<file path="config.mk">
export PLATFORM = sky130hd
export DESIGN_NAME = mem_bus_arbiter
export DESIGN_NICKNAME = d
export VERILOG_FILES = /design/src/rtl/mem_bus_arbiter.sv
export SDC_FILE = /design/constraint.sdc
export NUM_CORES = 1
export LEC_CHECK = 0
export CAP_MARGIN = 20
export CORE_ASPECT_RATIO = 1.5
export CORE_UTILIZATION = 43
export CTS_BUF_LIST = sky130_fd_sc_hd__clkbuf_8
export DETAILED_ROUTE_END_ITERATION = 7
export PLACE_DENSITY_LB_ADDON = 0.2
export SLEW_MARGIN = 20
export SYNTH_ARGS = -nofsm -noshare
export SYNTH_HDL_FRONTEND = slang
export SYNTH_SLANG_ARGS = --single-unit
</file>
<file path="constraint.sdc">
create_clock -name clk -period 5 [get_ports clk]
set_clock_uncertainty 0.05 [all_clocks]
set_input_delay 1.5 -clock clk [delete_from_list [all_inputs] [get_ports clk]]
set_output_delay 1.5 -clock clk [all_outputs]
set_load 0.005 [all_outputs]
</file>
<file path="src/rtl/mem_bus_arbiter.sv">
// mem_bus_arbiter
//   Three-requester round-robin arbiter in front of the data/program memory
//   maps. A request is granted from IDLE, the granted requester's address and
//   strobes are forwarded (registered) during ACCESS, and a one-cycle RELEASE
//   separates consecutive accesses. All outputs come straight from flops.
//
// Parameters
//   N        address width in bits
//   TIMEOUT  ACCESS cycles without bus_ack before a forced release (1..255)
//
// Ports
//   clk          clock, rising edge
//   nRESET       asynchronous active-low reset
//   req[2:0]     per-requester request, held by the requester until granted
//   req_address  requester i address in [i*N +: N]
//   req_read     per-requester read strobe
//   req_write    per-requester write strobe (wins over read)
//   bus_ack      completion from the memory maps
//   gnt[2:0]     one-hot grant, zero when idle
//   ack[2:0]     one-cycle completion pulse to the granted requester
//   bus_address  address to the memory maps (held through RELEASE/IDLE)
//   bus_read     read strobe to the memory maps
//   bus_write    write strobe to the memory maps
//   timeout_err  one-cycle pulse on a forced release
//
// Build option
//   MEM_BUS_ARBITER_TIMEOUT_EN  builds the 8-bit ACCESS wait counter and the
//   forced-release path; without it ACCESS waits for bus_ack indefinitely and
//   timeout_err is constant 0.
module mem_bus_arbiter #(
  parameter int N       = 32,
  parameter int TIMEOUT = 15
) (
  input  logic           clk,
  input  logic           nRESET,
  input  logic [2:0]     req,
  input  logic [3*N-1:0] req_address,
  input  logic [2:0]     req_read,
  input  logic [2:0]     req_write,
  input  logic           bus_ack,
  output logic [2:0]     gnt,
  output logic [2:0]     ack,
  output logic [N-1:0]   bus_address,
  output logic           bus_read,
  output logic           bus_write,
  output logic           timeout_err
);

  if ((TIMEOUT < 32'sd1) || (TIMEOUT > 32'sd255)) begin : g_timeout_range
    $error("mem_bus_arbiter: TIMEOUT must be within 1..255");
  end

  typedef enum logic [1:0] {
    IDLE    = 2'd0,
    ACCESS  = 2'd1,
    RELEASE = 2'd2
  } state_e;

  state_e       state_r, state_nxt_s;
  logic [1:0]   idx_r, idx_nxt_s;
  logic [1:0]   last_r, last_nxt_s;
  logic [2:0]   gnt_r, gnt_nxt_s;
  logic [2:0]   ack_r, ack_nxt_s;
  logic [N-1:0] addr_r, addr_nxt_s;
  logic         rd_r, rd_nxt_s;
  logic         wr_r, wr_nxt_s;
  logic         issued_r, issued_nxt_s;
  logic [1:0]   pick_s;
  logic [N-1:0] sel_addr_s;
  logic         sel_req_s, sel_rd_s, sel_wr_s;
  logic         tmo_fire_s;

  // Round-robin search starting just after the last completed requester.
  function automatic logic [1:0] rr_pick(input logic [2:0] r, input logic [1:0] last);
    logic [1:0] c0, c1, c2, pick;
    c0 = (last == 2'd2) ? 2'd0 : (last + 2'd1);
    c1 = (c0 == 2'd2) ? 2'd0 : (c0 + 2'd1);
    c2 = (c1 == 2'd2) ? 2'd0 : (c1 + 2'd1);
    if (r[c0]) begin
      pick = c0;
    end else if (r[c1]) begin
      pick = c1;
    end else if (r[c2]) begin
      pick = c2;
    end else begin
      pick = c0;
    end
    return pick;
  endfunction

  assign pick_s = rr_pick(req, last_r);

  // Select the granted requester's request, address and strobes.
  always_comb begin
    sel_req_s  = 1'b0;
    sel_rd_s   = 1'b0;
    sel_wr_s   = 1'b0;
    sel_addr_s = req_address[0 +: N];
    case (idx_r)
      2'd0: begin
        sel_req_s  = req[0];
        sel_rd_s   = req_read[0] & ~req_write[0];
        sel_wr_s   = req_write[0];
        sel_addr_s = req_address[0 +: N];
      end
      2'd1: begin
        sel_req_s  = req[1];
        sel_rd_s   = req_read[1] & ~req_write[1];
        sel_wr_s   = req_write[1];
        sel_addr_s = req_address[N +: N];
      end
      2'd2: begin
        sel_req_s  = req[2];
        sel_rd_s   = req_read[2] & ~req_write[2];
        sel_wr_s   = req_write[2];
        sel_addr_s = req_address[2*N +: N];
      end
      default: begin
        sel_req_s  = 1'b0;
        sel_rd_s   = 1'b0;
        sel_wr_s   = 1'b0;
        sel_addr_s = req_address[0 +: N];
      end
    endcase
  end

`ifdef MEM_BUS_ARBITER_TIMEOUT_EN
  localparam logic [7:0] TMO_LAST = 8'(TIMEOUT - 1);

  logic [7:0] wait_cnt_r;
  logic       timeout_err_r;

  // Fires on the TIMEOUT-th ACCESS cycle; completion and abort take priority in the FSM.
  assign tmo_fire_s = (state_r == ACCESS) && (wait_cnt_r == TMO_LAST);

  // ACCESS wait counter: zeroed while idle so every access starts from 0.
  always_ff @(posedge clk or negedge nRESET) begin
    if (!nRESET) begin
      wait_cnt_r <= 8'd0;
    end else if (state_r == IDLE) begin
      wait_cnt_r <= 8'd0;
    end else if (state_r == ACCESS) begin
      wait_cnt_r <= wait_cnt_r + 8'd1;
    end else begin
      wait_cnt_r <= wait_cnt_r;
    end
  end

  // Timeout pulse only when the FSM really takes the forced-release branch.
  always_ff @(posedge clk or negedge nRESET) begin
    if (!nRESET) begin
      timeout_err_r <= 1'b0;
    end else begin
      timeout_err_r <= tmo_fire_s & ~(bus_ack & issued_r) & sel_req_s;
    end
  end

  assign timeout_err = timeout_err_r;
`else
  assign tmo_fire_s  = 1'b0;
  assign timeout_err = 1'b0;
`endif

  // Next-state and next-output logic. bus_ack is honoured only once the
  // access has been presented on the bus (issued_r), which also fixes the
  // minimum turnaround at grant, access, ack, release.
  always_comb begin
    state_nxt_s  = state_r;
    idx_nxt_s    = idx_r;
    last_nxt_s   = last_r;
    gnt_nxt_s    = gnt_r;
    ack_nxt_s    = 3'b000;
    addr_nxt_s   = addr_r;
    rd_nxt_s     = 1'b0;
    wr_nxt_s     = 1'b0;
    issued_nxt_s = 1'b0;
    case (state_r)
      IDLE: begin
        if (|req) begin
          state_nxt_s = ACCESS;
          idx_nxt_s   = pick_s;
          gnt_nxt_s   = 3'b001 << pick_s;
        end else begin
          gnt_nxt_s   = 3'b000;
        end
      end
      ACCESS: begin
        if (bus_ack && issued_r) begin
          // completion wins over a simultaneous request drop
          state_nxt_s = RELEASE;
          ack_nxt_s   = gnt_r;
          last_nxt_s  = idx_r;
          gnt_nxt_s   = 3'b000;
        end else if (!sel_req_s) begin
          state_nxt_s = RELEASE;
          gnt_nxt_s   = 3'b000;
        end else if (tmo_fire_s) begin
          state_nxt_s = RELEASE;
          last_nxt_s  = idx_r;
          gnt_nxt_s   = 3'b000;
        end else begin
          addr_nxt_s   = sel_addr_s;
          rd_nxt_s     = sel_rd_s;
          wr_nxt_s     = sel_wr_s;
          issued_nxt_s = 1'b1;
        end
      end
      RELEASE: begin
        state_nxt_s = IDLE;
        gnt_nxt_s   = 3'b000;
      end
      default: begin
        state_nxt_s = IDLE;
        gnt_nxt_s   = 3'b000;
      end
    endcase
  end

  // State and output registers; reset clears strobes without waiting for clk.
  always_ff @(posedge clk or negedge nRESET) begin
    if (!nRESET) begin
      state_r  <= IDLE;
      idx_r    <= 2'd0;
      last_r   <= 2'd2;
      gnt_r    <= 3'b000;
      ack_r    <= 3'b000;
      addr_r   <= '0;
      rd_r     <= 1'b0;
      wr_r     <= 1'b0;
      issued_r <= 1'b0;
    end else begin
      state_r  <= state_nxt_s;
      idx_r    <= idx_nxt_s;
      last_r   <= last_nxt_s;
      gnt_r    <= gnt_nxt_s;
      ack_r    <= ack_nxt_s;
      addr_r   <= addr_nxt_s;
      rd_r     <= rd_nxt_s;
      wr_r     <= wr_nxt_s;
      issued_r <= issued_nxt_s;
    end
  end

  assign gnt         = gnt_r;
  assign ack         = ack_r;
  assign bus_address = addr_r;
  assign bus_read    = rd_r;
  assign bus_write   = wr_r;

endmodule
</file>
==> summary.md, run 1 <==
| Metric | Value |
|---|---|
| CTS sink cnt | `47` |
| Clock Pin Slew Worst Setup and Hold Paths | `0.09 ns` |
| Clock power share | `12.0%` |
| Final Wtd Congestion | `0.809` |
| GRT Overall Usage | `23.6%` |
| Post-CTS sizing | `0` |
| Final wirelength | `7300 um` |
| Area leader, netlist | `dfrtp_1` |
| Die height | `97.8 um` |
| Worst VDD drop | `0.530 mV` |
| Area of the multi-input gates | `1320 um2` |
| Hold Crit Start | `bus_address[4]` |
| Worst-Margin Slew | `1.05 ns` |
| Worst reg2reg path startpoint | `idx_r[0]` |
| # rows | `34` |
| CTS Root Cell | `clkbuf_8` |
| H-tree levels | `2` |
| Syn Nets | `350` |
| Post-layout min period | `3.34 ns` |
| Kind of end point of the critical path | `flip-flop` |
| Startpoint types | `primary input` |
| DRT antenna net count | `0` |
| Pwr dens | `562 nW/um2` |
| Status | `finished, final reports clean` |
| DR WL met3 | `437 um` |
| Via count | `2365` |
| Fillers | `471` |
| Met1 wire length | `2730 um` |
| Cell count after synthesis | `238` |
| R2R Setup Slk | `2.74 ns` |
| Starting density of the core | `44.8%` |
| Period utilization | `66.8%` |
| TritonCTS clock tree | `done` |
| Lkg Pwr | `1.75 nW` |
| Longest Clk Path Bufs | `2` |
| Antenna diode count | `0` |
| Register area share after synthesis | `44.7%` |
| # IOs | `149` |
| Core area | `5870 um2` |
| Synth Cell Area | `2630 um2` |
| Async S/R FF share, synth | `100%` |
| Netlist cell types | `33` |
| Pint | `1.54 mW` |
| Synth top cells by count | `46 x dfrtp_1, 34 x nor2_1, 32 x a21oi_1, 32 x a22oi_1, 32 x mux2_4` |
| Slew HR | `30.0%` |
| Ratio of cells with drive above 1 in the final layout | `12.5%` |
| Critical R2R Capture | `bus_address[0]` |
| Syn_area_per_cell | `11.1 um2` |
| Final #Nets | `487` |
| Vias in the first global route | `2352` |
| Register bit total from synthesis | `47` |
| Area growth from synthesis to final layout | `59.9%` |
| F_max | `299 MHz` |
| Area share of the largest cell type after synthesis | `43.7%` |
| Largest net degree at the start of global routing | `65` |
| Post-CTS Setup Bufs | `0` |
| I/O Buffers | `147` |
| TritonRoute pass-1 iters | `4` |
| Number of enable flip-flop cells after synthesis | `0` |
| Crit Path Class | `primary input to flip-flop` |
| First-pass GRT wire length | `11500 um` |
| Hold Path Sink | `bus_address[4]` |
| DRC violations left | `0` |
| RSZ-0062 raised after global routing | `false` |
| CP max FO | `40` |
| Top Layer Used | `met4` |
| Slew Limit Fails | `0` |
| Sw Share | `35.0%` |
| Setup TNS | `0 ns` |
| Num CTS Buffers | `5` |
| Sw Pwr | `0.829 mW` |
| Final Hold Fails | `0` |
| Worst Reg-to-Reg Cells | `6` |
| CTS Hold Bufs | `0` |
| Initial antenna violation count | `0` |
| WHS Path Cells | `1` |
| WL/cell | `16.3 um` |
| Total gr overflow | `0` |
| Vias per cell | `5.28` |
| Number of DRC markers in iteration 0 | `92` |
| Critical Path RT | `5.13 ns` |
| DIE AREA | `6450 um2` |
| Gate power share | `59.6%` |
| Worst hold path class | `flip-flop to flip-flop` |
| Met2 WL post-DR | `3970 um` |
| Seq pwr share | `28.4%` |
| Yosys warns | `0` |
| Die width | `65.9 um` |
| Synth Flop Type | `dfrtp_1` |
| # setup viols final | `0` |
| Max Cap Viol | `0` |
| Clk_lat worst skew | `0.29 ns` |
| WHS | `0.468 ns` |
| Sequential cell area | `1180 um2` |
| Synth top area cells | `dfrtp_1 44%, mux2_4 18%, a22oi_1 9.1%` |
| Worst Path Arrival | `3.47 ns` |
| DP Wirelength | `5410 um` |
| Top-count cell post-synth | `dfrtp_1` |
==> state kept, by name (all words and copies together) (netlist names) <==
signal	flops
ack	3
bus_address	32
bus_read	1
bus_write	1
gnt	3
idx_r	2
issued_r	1
last_r	2
state_r	2
==> logic make-up (layout without fill, tap and decap cells) <==
| family | count (synthesis) | count (layout) | share of synthesized area (%) |
|---|---|---|---|
| multiplexers | 36 | 36 | 19.8 |
| other | 1 | 1 | 0.142 |
| AO/OA/AOI/OAI | 74 | 74 | 18.3 |
| flip-flops | 47 | 47 | 44.7 |
| adder cells (fa/ha/maj) | 4 | 4 | 1.90 |
| AND/OR/NAND/NOR | 52 | 52 | 9.79 |
| buffers and inverters | 24 | 162 | 5.28 |
==> how the worst max path moves through the flow <==
stage,start,endpoint,slack (ns),cells after the start
2_1_floorplan,req[1],bus_address[0],2.29,4
3_3_place_gp,req[1],bus_address[19],1.40,5
3_5_place_dp,req[1],bus_address[0],1.35,5
4_1_cts,req[1],bus_address[0],1.67,5
5_1_grt,req[1],bus_address[10],1.59,5
6_report,req[1],bus_address[0],1.66,5
==> critical path, stage by stage <==
cell,delay [ns]
clkdlybuf4s50_1,0.58
a222oi_1,0.18
nor4b_4,0.26
buf_4,0.58
mux2_4,0.35
==> power by group through the flow <==
stage | sequential [mW] | clock, mW | combinational [mW]
after CTS | 0.673 | 0.293 | 1.43
after global placement | 0.671 | 0 | 1.39
after detailed placement | 0.674 | 0 | 1.43
final | 0.671 | 0.284 | 1.41
after global routing | 0.696 | 0.306 | 1.54
after floorplan | 0.667 | 0 | 0.892
==> layout make-up <==
type                       count  area share, %
tap                           72           2.14
timing repair buffer         150           35.4
clock inverter                 2          0.832
multi-input combinational    167           31.3
inverter                       4          0.357
sequential                    47           28.0
clock buffer                   6           1.96
==> through the flow <==
stage	setup WS (ns)	area, um2	util (%)	power (mW)	instances
final	1.66	4210	71.7	2.37	448
after global routing	1.59	4210	71.7	2.54	448
after CTS	1.67	4210	71.7	2.40	448
after detailed placement	1.35	4090	69.7	2.10	440
after global placement	1.40	4090	69.7	2.06	440
after floorplan	2.29	2630	-	1.56	238
==> cells in the final DEF, fill, tap and decap left out, types with 2 or more instances in the layout <==
master / n
nand2b_1: 3
and2_1: 3
o2bb2ai_1: 2
dfrtp_1: 46
clkbuf_8: 6
nor3b_1: 3
ha_1: 3
clkdlybuf4s50_1: 146
a21oi_1: 32
a22oi_1: 32
nor3_1: 2
mux2i_1: 3
buf_4: 4
nand2_1: 2
nor2_1: 34
a222oi_1: 2
inv_1: 4
mux2_4: 32
==> routing by layer <==
| metal | up-vias | track usage, % |
|---|---|---|
| li1 | 1134 | - |
| met4 | 0 | 8.36 |
| met3 | 14 | 4.67 |
| met5 | - | 0 |
| met2 | 89 | 42.3 |
| met1 | 1128 | 26.9 |
Power figures use the tool's default switching activity.
==> run 2: changes to the inputs <==
--- a/config.mk
+++ b/config.mk
@@ -7,7 +7,7 @@
 export LEC_CHECK = 0
 export CAP_MARGIN = 20
 export CORE_ASPECT_RATIO = 1.5
-export CORE_UTILIZATION = 43
+export CORE_UTILIZATION = 40
 export CTS_BUF_LIST = sky130_fd_sc_hd__clkbuf_8
 export DETAILED_ROUTE_END_ITERATION = 7
 export PLACE_DENSITY_LB_ADDON = 0.2
==> constraint.sdc (replaced) <==
create_clock -name clk -period 3.35 [get_ports clk]
set_clock_uncertainty 0.05 [all_clocks]
set_input_delay 1.005 -clock clk [delete_from_list [all_inputs] [get_ports clk]]
set_output_delay 1.005 -clock clk [all_outputs]
set_load 0.005 [all_outputs]
==> summary.md, run 2 (synthesized netlist as in run 1, its figures left out) <==
| Metric | Value |
|---|---|
| Most frequent cells in the layout | `146 x clkdlybuf4s50_1, 46 x dfrtp_1, 34 x nor2_1` |
| RSZ-0062 raised after global routing | `false` |
| Period utilization | `79.4%` |
| Num CTS Buffers | `5 (unchanged)` |
| Most common cell after layout, fill and taps aside | `clkdlybuf4s50_1` |
| # IOs | `149 (unchanged)` |
| Max Cap Viol | `0 (unchanged)` |
| Initial antenna violation count | `0 (unchanged)` |
| Final Hold Fails | `0 (unchanged)` |
| Post-CTS Setup Bufs | `0 (unchanged)` |
| Max reg flops | `32 (unchanged)` |
| Via count | `2385 (+0.85%)` |
| WL/cell | `16.2 um (-0.46%)` |
| DRC violations left | `0 (unchanged)` |
| Setup TNS | `0 ns (unchanged)` |
| Pwr dens | `838 nW/um2 (+49%)` |
| Slew Limit Fails | `0 (unchanged)` |
| First-pass GRT wire length | `11000 um (-4.6%)` |
| Worst reg2reg path startpoint | `idx_r[0]` |
| CP max FO | `40 (unchanged)` |
| GRT Overall Usage | `21.4% (-2.2 points)` |
| Pint | `2.30 mW (+50%)` |
| # rows | `35 (+2.9%)` |
| TritonRoute pass-1 iters | `5 (+1)` |
| Final Wtd Congestion | `0.765 (-5.4%)` |
| Hold Path Sink | `bus_address[29]` |
| Hold Crit Start | `bus_address[29]` |
| Startpoint types | `primary input` |
| Pre-CTS WS | `0.408 ns (-0.940 ns)` |
| DIE AREA | `6920 um2 (+7.3%)` |
| CP max stage cell | `clkdlybuf4s50_1` |
| Clk_lat worst skew | `0.29 ns (about the same)` |
| Post-route worst setup slack | `0.691 ns (-0.970 ns)` |
| CTS Hold Bufs | `0 (unchanged)` |
| Crit Path Class | `primary input to flip-flop` |
| Vias in the first global route | `2327 (-1.1%)` |
| Placed inst area | `4120 um2 (+0.73%)` |
| Final wirelength | `7330 um (+0.42%)` |
| Kind of end point of the critical path | `flip-flop` |
| Final Cell Area | `4230 um2 (+0.45%)` |
| F_max | `376 MHz` |
| WHS | `0.459 ns (-0.00862 ns)` |
| Clock Pin Slew Worst Setup and Hold Paths | `0.07 ns (-0.02 ns)` |
| DP Wirelength | `5450 um (+0.67%)` |
| Gate power share | `60.7% (+1.1 points)` |
| Total Power | `3.54 mW (+50%)` |
| Starting density of the core | `42.0% (-2.8 points)` |
| R2R Setup Slk | `1.22 ns (-1.52 ns)` |
| Final #Nets | `489 (+0.41%)` |
| CTS Root Cell | `clkbuf_8` |
| Sw Pwr | `1.24 mW (+50%)` |
| Sw Share | `35.1% (+0.060 points)` |
| Critical Path RT | `3.47 ns (-1.66 ns)` |
| Largest net degree at the start of global routing | `48 (-26%)` |
| I/O Buffers | `147 (unchanged)` |
| CTS sink cnt | `47 (unchanged)` |
| DRT antenna net count | `0 (unchanged)` |
| H-tree levels | `2 (unchanged)` |
| Slew HR | `55.4% (+25 points)` |
| Cell Chain, Critical Path | `clkdlybuf4s50_1, a222oi_1, nor4b_4, buf_12, mux2_4` |
| Vias per cell | `5.28 (about the same)` |
| Number of DRC markers in iteration 0 | `107 (+16%)` |
| Worst-Margin Slew | `0.670 ns (-0.381 ns)` |
| Status | `finished, final reports clean` |
| Antenna diode count | `0 (unchanged)` |
| Worst VDD drop | `0.696 mV (+31%)` |
| Lkg Pwr | `1.76 nW (+0.71%)` |
| Die width | `68.2 um (+3.6%)` |
| Post-layout min period | `2.66 ns` |
| Longest Clk Path Bufs | `2 (unchanged)` |
| WHS Path Cells | `1 (unchanged)` |
| Crit-path max cell delay | `0.57 ns (about the same)` |
| Post-CTS sizing | `0 (unchanged)` |
| Critical R2R Capture | `bus_address[7]` |
| Seq pwr share | `28.0% (-0.4 points)` |
| Clock power share | `11.3% (-0.7 points)` |
| Worst hold path class | `flip-flop to flip-flop` |
| Die height | `101 um (+3.6%)` |
| Ratio of cells with drive above 1 in the final layout | `12.4% (-0.066 points)` |
| Worst Path Arrival | `2.78 ns (-0.69 ns)` |
| Area growth from synthesis to final layout | `60.6%` |
| Core area | `6260 um2 (+6.7%)` |
| # setup viols final | `0 (unchanged)` |
| TritonCTS clock tree | `done` |
| Worst Reg-to-Reg Cells | `5 (-1)` |
| Total gr overflow | `0 (unchanged)` |
-- run 2: cell count changes in the layout (fill, tap and decap cells not counted), sizes merged --
cell / change
buf: +2
clkbuf: -1
inv: +2
clkinv: -1
-- run 2: power groups by stage --
stage / Combinational (mW) / Sequential (mW) / Clock [mW]
global route: 2.36 / 1.02 / 0.436
CTS: 2.18 / 0.996 / 0.410
global placement: 2.12 / 0.998 / 0
detailed placement: 2.17 / 0.997 / 0
floorplan: 1.33 / 0.996 / 0
finish: 2.15 / 0.992 / 0.401
-- run 2: layer usage --
metal  GRT usage, %  wire (um)
met4           9.46        201
met3           4.05        551
met5              0          0
met1           24.1       2750
met2           38.0       3830
-- run 2: through the flow --
stage,std cells,utilization [%]
after global routing,452,67.5
after detailed placement,444,65.8
after global placement,444,65.8
after floorplan,238,-
after CTS,452,67.5
final,452,67.5
-- run 2: worst max-delay path, delay by kind of cell --
kind / cells / cell delay [ns]
mux: 1 / 0.34
buf+inv: 2 / 0.87
compound gates: 1 / 0.17
simple gates: 1 / 0.34
-- run 2: final cells by class --
type / count / area, um2
fill: 513 / 2030
timing repair buffer: 152 / 1520
multi-input combinational: 167 / 1320
sequential: 47 / 1180
tap: 74 / 92.6
clock buffer: 5 / 68.8
clock inverter: 3 / 37.5
inverter: 4 / 15.0
-- run 2: worst max-delay path by stage --
stage | from | slack (ns) | cells past startpoint | end
after detailed placement | req[1] | 0.41 | 5 | bus_address[7]
after global placement | req[1] | 0.47 | 5 | bus_address[7]
after floorplan | req[1] | 1.14 | 4 | bus_address[0]
final | req[1] | 0.69 | 5 | bus_address[27]
after global routing | req[1] | 0.60 | 5 | bus_address[27]
after CTS | req[1] | 0.71 | 5 | bus_address[27]
